<file path="src/rtl/ooo_pkg.sv">
// ooo_pkg: shared definitions for the in-order-dispatch, out-of-order-issue
// scheduler. It holds the opcode and sub-op constants, the FSM state type, the
// issue-queue entry layout and the instruction decode helpers.
//
// Instruction encoding, 8 bits:
//   [7:6] op      00 R-type, 01 I-type, 10 J, 11 HALT
//   [5:4] sub-op  I-type: 00 ADDI, 01 LD, 10 ST, 11 CMP (ignored for R-type)
//   [3:2] rs      source 0 (read by R-type only)
//   [1:0] rt      source 1 and destination
package ooo_pkg;

    localparam logic [1:0] OP_R    = 2'b00;
    localparam logic [1:0] OP_I    = 2'b01;
    localparam logic [1:0] OP_J    = 2'b10;
    localparam logic [1:0] OP_HALT = 2'b11;

    localparam logic [1:0] SUB_ADDI = 2'b00;
    localparam logic [1:0] SUB_LD   = 2'b01;
    localparam logic [1:0] SUB_ST   = 2'b10;
    localparam logic [1:0] SUB_CMP  = 2'b11;

    typedef enum logic [1:0] {
        ST_RUN,
        ST_DRAIN,
        ST_HALTED
    } state_t;

    typedef enum logic [1:0] {
        CLS_ALU,
        CLS_MEM,
        CLS_JMP,
        CLS_HALT
    } iclass_t;

    // rdy[0] tracks rs, rdy[1] tracks rt; an unused source is stored as ready.
    typedef struct packed {
        logic       valid;
        logic [7:0] instr;
        logic [1:0] rdy;
    } entry_t;

    typedef struct packed {
        logic [1:0] use_src;
        logic [1:0] src0;
        logic [1:0] src1;
        logic       has_dest;
        logic [1:0] dest;
        iclass_t    cls;
    } dec_t;

    function automatic iclass_t iclass(input logic [7:0] instr);
        iclass_t c;
        c = CLS_ALU;
        case (instr[7:6])
            OP_I:    if (instr[5:4] == SUB_LD || instr[5:4] == SUB_ST) c = CLS_MEM;
            OP_J:    c = CLS_JMP;
            OP_HALT: c = CLS_HALT;
            default: c = CLS_ALU;
        endcase
        return c;
    endfunction

    // One-hot set of registers the instruction reads.
    function automatic logic [3:0] read_mask(input logic [7:0] instr);
        logic [3:0] m;
        m = 4'b0000;
        case (instr[7:6])
            OP_R:    m = (4'b0001 << instr[3:2]) | (4'b0001 << instr[1:0]);
            OP_I:    m = 4'b0001 << instr[1:0];
            default: m = 4'b0000;
        endcase
        return m;
    endfunction

    function automatic dec_t decode(input logic [7:0] instr);
        dec_t d;
        d          = '0;
        d.src0     = instr[3:2];
        d.src1     = instr[1:0];
        d.dest     = instr[1:0];
        d.cls      = iclass(instr);
        case (instr[7:6])
            OP_R: begin
                d.use_src  = 2'b11;
                d.has_dest = 1'b1;
            end
            OP_I: begin
                d.use_src  = 2'b10;
                d.has_dest = (instr[5:4] != SUB_ST);
            end
            default: begin
                d.use_src  = 2'b00;
                d.has_dest = 1'b0;
            end
        endcase
        return d;
    endfunction

endpackage

</file>
<file path="src/rtl/issue_select.sv">
// issue_select: fixed-priority arbiter picking the oldest requesting entry.
// Ports:
//   req   - one request bit per queue slot, slot 0 is the oldest
//   grant - one-hot grant, lowest requesting index wins; all zero if no request
module issue_select #(
    parameter int DEPTH = 4
) (
    input  logic [DEPTH-1:0] req,
    output logic [DEPTH-1:0] grant
);

    logic found;

    always_comb begin
        grant = '0;
        found = 1'b0;
        for (int i = 0; i < DEPTH; i++) begin
            if (req[i] && !found) begin
                grant[i] = 1'b1;
                found    = 1'b1;
            end
        end
    end

endmodule

</file>
<file path="src/rtl/issue_scheduler.sv">
// issue_scheduler: age-ordered issue queue with a register busy scoreboard.
// Instructions enter in order, wait for their sources, and the oldest eligible
// one issues. Memory ops stay in order, J/HALT issue alone, and HALT stops the
// machine until reset.
// Ports:
//   clk, rst_n              clock, asynchronous active-low reset
//   disp_valid/instr/ready  dispatch handshake from the front end
//   wb_valid, wb_reg        writeback broadcast clearing busy / waking sources
//   issue_valid/instr/ready issue handshake to execute
//   count                   occupied queue entries
//   halted                  HALT has issued (sticky)
//
// state     | meaning
// ST_RUN    | normal dispatch and issue
// ST_DRAIN  | HALT queued; no dispatch, older entries and HALT drain out
// ST_HALTED | HALT issued; nothing issues until reset
module issue_scheduler
    import ooo_pkg::*;
#(
    parameter int DEPTH = 4
) (
    input  logic                       clk,
    input  logic                       rst_n,
    input  logic                       disp_valid,
    input  logic [7:0]                 disp_instr,
    output logic                       disp_ready,
    input  logic                       wb_valid,
    input  logic [1:0]                 wb_reg,
    output logic                       issue_valid,
    output logic [7:0]                 issue_instr,
    input  logic                       issue_ready,
    output logic [$clog2(DEPTH+1)-1:0] count,
    output logic                       halted
);

    localparam int             CW   = $clog2(DEPTH+1);
    localparam logic [CW-1:0]  FULL = CW'(DEPTH);
    localparam logic [CW-1:0]  ONE  = CW'(1);

    entry_t           q     [DEPTH];
    entry_t           q_nxt [DEPTH];
    entry_t           new_e;
    logic [3:0]       busy, busy_nxt;
    logic [CW-1:0]    count_r, count_nxt;
    state_t           state, state_nxt;
    logic             live;
    logic [DEPTH-1:0] req, grant;
    logic             older_mem;
    dec_t             dd;
    logic [3:0]       dest_mask, war_mask;
    logic             do_disp, do_issue;
    int               gidx, wr_idx;

    issue_select #(.DEPTH(DEPTH)) u_select (
        .req   (req),
        .grant (grant)
    );

    // Eligibility: all sources ready, no older memory op for LD/ST, and J/HALT
    // only when they are the sole entry.
    always_comb begin
        req       = '0;
        older_mem = 1'b0;
        for (int i = 0; i < DEPTH; i++) begin
            if (q[i].valid && (&q[i].rdy) && state != ST_HALTED) begin
                case (iclass(q[i].instr))
                    CLS_MEM:  req[i] = !older_mem;
                    CLS_JMP,
                    CLS_HALT: req[i] = (i == 0) && (count_r == ONE);
                    default:  req[i] = 1'b1;
                endcase
            end
            if (q[i].valid && iclass(q[i].instr) == CLS_MEM) older_mem = 1'b1;
        end
    end

    always_comb begin
        gidx        = 0;
        issue_instr = 8'h00;
        for (int i = 0; i < DEPTH; i++) begin
            if (grant[i]) begin
                gidx        = i;
                issue_instr = q[i].instr;
            end
        end
        issue_valid = |grant;
    end

    assign do_issue = issue_valid & issue_ready;

    // Dispatch gate. A full queue blocks even if an issue frees a slot this
    // cycle, which keeps disp_ready independent of issue_ready.
    always_comb begin
        dd        = decode(disp_instr);
        dest_mask = dd.has_dest ? (4'b0001 << dd.dest) : 4'b0000;
        war_mask  = 4'b0000;
        for (int i = 0; i < DEPTH; i++) begin
            if (q[i].valid) war_mask = war_mask | read_mask(q[i].instr);
        end
        disp_ready = live && (state == ST_RUN) && (count_r != FULL) &&
                     ((dest_mask & (busy | war_mask)) == 4'b0000);
    end

    assign do_disp = disp_valid & disp_ready;

    // A source written back in the dispatch cycle is captured as ready.
    always_comb begin
        new_e.valid  = 1'b1;
        new_e.instr  = disp_instr;
        new_e.rdy[0] = !dd.use_src[0] || !busy[dd.src0] || (wb_valid && wb_reg == dd.src0);
        new_e.rdy[1] = !dd.use_src[1] || !busy[dd.src1] || (wb_valid && wb_reg == dd.src1);
    end

    // Wakeup, then collapse over the issued slot, then append the new entry.
    always_comb begin
        q_nxt = q;
        if (wb_valid && state != ST_HALTED) begin
            for (int i = 0; i < DEPTH; i++) begin
                if (q[i].valid && q[i].instr[3:2] == wb_reg) q_nxt[i].rdy[0] = 1'b1;
                if (q[i].valid && q[i].instr[1:0] == wb_reg) q_nxt[i].rdy[1] = 1'b1;
            end
        end
        if (do_issue) begin
            for (int i = 0; i < DEPTH - 1; i++) begin
                if (i >= gidx) q_nxt[i] = q_nxt[i+1];
            end
            q_nxt[DEPTH-1] = '0;
        end
        wr_idx = do_issue ? int'(count_r) - 1 : int'(count_r);
        if (do_disp) begin
            for (int i = 0; i < DEPTH; i++) begin
                if (i == wr_idx) q_nxt[i] = new_e;
            end
        end
    end

    // Dispatch set is applied after the writeback clear so it wins.
    always_comb begin
        busy_nxt = busy;
        if (wb_valid) busy_nxt[wb_reg] = 1'b0;
        if (do_disp) busy_nxt = busy_nxt | dest_mask;
    end

    always_comb begin
        count_nxt = count_r;
        if (do_disp && !do_issue) count_nxt = count_r + ONE;
        else if (!do_disp && do_issue) count_nxt = count_r - ONE;
    end

    always_comb begin
        state_nxt = state;
        case (state)
            ST_RUN:   if (do_disp && dd.cls == CLS_HALT) state_nxt = ST_DRAIN;
            ST_DRAIN: if (do_issue && iclass(issue_instr) == CLS_HALT) state_nxt = ST_HALTED;
            default:  state_nxt = ST_HALTED;
        endcase
        halted = (state == ST_HALTED);
    end

    always_ff @(posedge clk or negedge rst_n) begin
        if (!rst_n) state <= ST_RUN;
        else        state <= state_nxt;
    end

    always_ff @(posedge clk or negedge rst_n) begin
        if (!rst_n) begin
            for (int i = 0; i < DEPTH; i++) q[i] <= '0;
            busy    <= 4'b0000;
            count_r <= '0;
            live    <= 1'b0;
        end else begin
            for (int i = 0; i < DEPTH; i++) q[i] <= q_nxt[i];
            busy    <= busy_nxt;
            count_r <= count_nxt;
            live    <= 1'b1;
        end
    end

    assign count = count_r;

endmodule

</file>
<file path="config.mk">
export PLATFORM = sky130hd
export DESIGN_NAME = issue_scheduler
export DESIGN_NICKNAME = d
export VERILOG_FILES = /design/src/rtl/ooo_pkg.sv /design/src/rtl/issue_select.sv /design/src/rtl/issue_scheduler.sv
export SDC_FILE = /design/constraint.sdc
export NUM_CORES = 1
export LEC_CHECK = 0
export CORE_UTILIZATION = 60
export DETAILED_ROUTE_END_ITERATION = 8
export PLACE_DENSITY = 0.88
export REMOVE_ABC_BUFFERS = 1
export SLEW_MARGIN = 20
export SYNTH_ARGS = -nofsm -noshare
export SYNTH_HDL_FRONTEND = slang
export SYNTH_SLANG_ARGS = --single-unit
export TNS_END_PERCENT = 1
</file>
<file path="constraint.sdc">
create_clock -name clk -period 4.4 [get_ports clk]
set_input_delay 0.66 -clock clk [delete_from_list [all_inputs] [get_ports clk]]
set_output_delay 0.66 -clock clk [all_outputs]
set_load 0.01 [all_outputs]
</file>
After elaboration in Yosys (flattened, before gate mapping). Index checks and enable logic that the tools add are counted.

Bits in registers: 54. Bits in latches: 0. Bits in writable memories: 0. Bits in read-only memories: 0. Input port bits: 15. Memories: 0.

$add $sub $neg: 3. Multiply operators: 0. Divide/modulo/power cells: 0. Magnitude comparators: 7. Equal/unequal tests: 67. Shift-type cells: 9. Mux-type cells: 90. Bitwise gates (word level): 14. Reduce and logical (&&, ||, !) cells: 74.

Operators by type and width (count): 32-bit 2-to-1 mux (3); 44-bit 2-to-1 mux (2); 11-bit 2-to-1 mux (7); 3-bit by 32-bit equality test with 1-bit output, first input constant (2); 2-bit equality test, second input constant (29); 4-bit 2-to-1 mux (10); 2-bit by 1-bit equality test with 1-bit output, second input constant (19); 4-bit bitwise OR (9); 2-bit case mux with 3 select lines (6); 1-bit by 2-bit left shift with 4-bit output, first input constant (9); 1-bit logical AND (33); 2-bit by 32-bit equality test with 1-bit output, first input constant (1); 1-bit by 32-bit >= comparator with 1-bit output, first input constant (1); 2-bit by 32-bit >= comparator with 1-bit output, first input constant (1); 3-bit by 32-bit >= comparator with 1-bit output, first input constant (1); 32-bit zero test (1); 1-bit 2-to-1 mux (32); 8-bit 2-to-1 mux (4); 4-bit case mux with 2 select lines (4); 2-bit 2-to-1 mux (11); 2-bit equality test (10); 1-bit zero test (12); 2-bit zero test (6); 1-bit logical OR (10); 22 further kinds (41).

Logic depth before layout (Yosys ltp).
Depth after elaboration: 29. Mapped depth: 13.

Cells and area by module. Synthesis repeated with hierarchy kept, for this count alone.

Cell total of the unflattened synthesis: 409. Area, all modules: 3836.2 µm².

Modules (own cells, without submodules): issue_scheduler (instances 1, cells each 405, area each 3799.9 µm²); issue_select (instances 1, cells each 4, area each 36.3 µm²).

Worst setup path after synthesis. OpenSTA, ideal clock, no wires.

Path type: input to register. From: input disp_instr[0]. To: register, netlist name q[30]. Arrival: 2547 ps. Setup slack: 1728 ps. Cell stages on the path: 8. Cells stage by stage: buf_2 nor4_1 a31oi_1 a211oi_4 nand2_4 or3_4 buf_6 mux2_4.

RTL lines: from (decl) (RTL line issue_scheduler.sv:25) `input logic [7:0] disp_instr,`.

Worst setup path in the final report.
From: register, netlist name q[43]. To: output issue_instr[0].

Word-level cells in the longest chain between the ends: 14. Elaborated cells on any way between the ends: 32. Classes of those cells: 20 x mux; 12 x reduce/logical.

RTL lines: 1-bit logical AND (on tied branches) (RTL line issue_scheduler.sv:73, issue_scheduler.sv:65); 1-bit 2-to-1 mux or 1-bit logical AND (tied branches) (RTL line issue_scheduler.sv:73, issue_scheduler.sv:65); 1-bit zero test or 1-bit 2-to-1 mux (tied branches) (RTL line issue_scheduler.sv:67, issue_scheduler.sv:65); 1-bit case mux with 2 select lines or 1-bit 2-to-1 mux (tied branches) (RTL line issue_scheduler.sv:66, issue_select.sv:18); 1-bit 2-to-1 mux or 1-bit zero test (tied branches) (RTL line issue_scheduler.sv:65, issue_select.sv:18); 1-bit logical AND (RTL line issue_select.sv:18) `if (req[i] && !found) begin`; 1-bit 2-to-1 mux (RTL line issue_select.sv:18); 1-bit zero test (RTL line issue_select.sv:18); 1-bit logical AND (RTL line issue_select.sv:18); 1-bit 2-to-1 mux (RTL line issue_select.sv:18); 1-bit zero test (RTL line issue_select.sv:18); 1-bit logical AND (RTL line issue_select.sv:18); 1-bit 2-to-1 mux (RTL line issue_select.sv:18); 8-bit 2-to-1 mux * (RTL line issue_scheduler.sv:81) `if (grant[i]) begin`; to (decl) (RTL line issue_scheduler.sv:30) `output logic [7:0] issue_instr,`.

Every way passes the cells marked *; elsewhere a longest branch is shown, timed or not.

==> results_dict.tcl <==
set metrics [dict create \
    outcome "finished clean" \
    gr-total-overflow 0 \
    grt_max_degree 55 \
    ant_nets 0 \
    synth-seq-cells 54 \
    clockPowerShare 0.350 \
    multi_input_area_mm2 0.00228 \
    ctsHoldBuffers 0 \
    dieHeight_um 82.4 \
    p_int_mw 0.646 \
    grt_pass1_vias 3064 \
    vias 3228 \
    wl_per_cell_um 22.2 \
    io_buffers 28 \
    timing.final.crit_share 0.869 \
    worst_pin_slew_ns 0.756 \
    cap_violations 0 \
    hpwl_um 7580 \
    post_cts_resized 0 \
    critPathKind "flop to output pin" \
    synth.distinct_cells 66 \
    rsz0062_at_grt "false" \
    max-slew-margin-rel 0.495 \
    clk_latency_ns 0.31 \
    min_period_ns 3.82 \
    peakVddDrop_uv 146 \
    async_flop_share 1.00 \
    synth_flop_cell "dfrtp_1" \
    final_common_cell "mux2i_1" \
    crit_arrival_ns 3.16 \
    cts_buffer_depth 2 \
    htreeDepth 2 \
    nets 424 \
    cp-start-kind "flop" \
    root_buffer "clkbuf_8" \
    seq_area_frac_synth 0.348 \
    mostFrequentLayoutCells "mux2i_1, dfrtp_1, nand2_1" \
    ys_warn_count 0 \
    fmax_mhz 261 \
    drv_slew 0 \
    hp-class "input pin to asynchronous set/reset pin" \
    core_area_mm2 0.00610 \
    cts_tree "done" \
    power_frac_comb 0.069 \
    drt_iter0_drc 350 \
    whs_ns 0.466 \
    regArea_mm2 0.00135 \
    grt_usage 0.333 \
    cts_buffers 5 \
    io_pins 29 \
    setup_viol 0 \
    drt_first_pass_iters 4 \
    antenna_found_initial 0 \
    syn_area_mm2 0.00388 \
    drc 0 \
    skew_ns 0.00796 \
    synth-edff-count 0 \
    setup_tns_ns 0 \
    cp_max_fo 8 \
    seqPwrFrac 0.581 \
    die_area_mm2 0.00679 \
    syn_inst 398 \
    postCtsSetupRepairBufs 0 \
    required_ns 3.74 \
    grt_pass1_wl_um 16300 \
    clk_pin_slew_ns 0.10 \
    row_count 28 \
    fillers 469 \
    die_x_um 82.4 \
    synth.avg_cell_area_um2 9.75 \
    syn_to_final_growth_pct 8.25 \
    end_kind "output pin" \
    gp_congestion 0.951 \
    numClockSinks 54 \
    drt-vias-per-instance 6.73 \
    finalWirelength_um 10600 \
    power_density_mw_per_mm2 203 \
    n_antenna_cell 0 \
    hold_viol 0 \
    layout-drive-gt1-share 0.0864 \
    cellLeakagePower_nw 2.09 \
    power.switching_mw 0.209 \
    initial_core_util 0.637 \
    swShare 0.244 \
]
## power groups by stage
stage	Combinational (mW)	Sequential, mW	Clock [mW]
2_1_floorplan	0.0199	0.506	0
4_1_cts	0.0594	0.497	0.303
5_1_grt	0.0649	0.497	0.317
6_report	0.0593	0.496	0.299
3_5_place_dp	0.0590	0.506	0
3_3_place_gp	0.0581	0.506	0
## critical path: stages (launching register included)
cell	delay, ns
dfrtp_1	0.45
nor2b_1	0.26
nand3_2	0.18
o31ai_4	0.45
o211ai_2	0.21
nor2b_1	0.49
a221o_1	0.26
clkdlybuf4s50_1	0.54
## area by class of cell
type,count,share of cell area
Clock buffer,7,0.0205
Tap cell,75,0.0223
Sequential cell,54,0.322
Timing Repair Buffer,33,0.0744
Inverter,18,0.0164
Multi-Input combinational cell,292,0.543
Clock inverter,1,0.00119
## kinds of logic after synthesis
logic type	synth area share
AND/OR/NAND/NOR	0.152
AO/OA/AOI/OAI	0.161
multiplexers	0.198
flip-flops	0.348
buffers and inverters	0.0635
XOR/XNOR	0.0609
adder cells (fa/ha/maj)	0.0161
other	0.000966
## cell usage after synthesis (3+ instances only)
master    count  area (µm²)
buf_1         4        15.0
nand3_1      14        70.1
o32ai_1       4        35.0
nand2_1      34         128
ha_1          5        62.6
a21oi_1      14        70.1
o31ai_1       3        22.5
buf_6         4        45.0
xnor2_1      17         149
nor2b_1      11        68.8
o21ai_0      12        60.1
mux2i_1      68         681
buf_4         3        22.5
nor3b_1       4        30.0
clkbuf_1     16        60.1
buf_2         7        35.0
a31oi_1       3        18.8
a41o_1        6        60.1
a211o_1       3        26.3
a221o_1       7        70.1
nand2b_1      4        25.0
dfrtp_1      54        1350
o22ai_1       5        31.3
nor2_1       14        52.6
xor2_1       10        87.6
inv_1        16        60.1
and2_1        3        18.8
and3_1        3        18.8
## stage by stage
stage | power (mW) | cell area (µm²) | setup slack, ns | instances | utilization
6_report | 0.855 | 4200 | 0.576 | 480 | 0.689
3_3_place_gp | 0.564 | 4110 | 1.02 | 472 | 0.674
2_1_floorplan | 0.526 | 3700 | 1.22 | 364 | -
4_1_cts | 0.859 | 4200 | 0.607 | 480 | 0.689
5_1_grt | 0.879 | 4200 | 0.402 | 480 | 0.689
3_5_place_dp | 0.565 | 4110 | 0.962 | 472 | 0.674
## state kept, by name, summed over array words and instances, names as in the netlist
register and cells:
busy 4, count 3, live 1, q 44, state 2
## per-layer routing
metal	track usage	part of all wire
met1	0.441	0.42
met2	0.532	0.46
met3	0.0527	0.080
met4	0.153	0.042
met5	0	0
## final timing paths
path                                 startpoint              endpoint  slack [ns]  cells after the start
setup / recovery                q[43]$_DFF_PN0_        issue_instr[0]        0.58                      7
hold reg to reg            count[1]$_DFFE_PN0P_  count[1]$_DFFE_PN0P_        0.56                      2
hold / removal                            rst_n       q[27]$_DFF_PN0_        0.47                      2
max in group asynchronous                 rst_n       q[40]$_DFF_PN0_        3.47                      2
setup reg to reg                q[43]$_DFF_PN0_       q[40]$_DFF_PN0_        1.11                      9
min in group clk           count[1]$_DFFE_PN0P_  count[1]$_DFFE_PN0P_        0.56                      2
No activity file was read; power rests on OpenSTA's default activity.
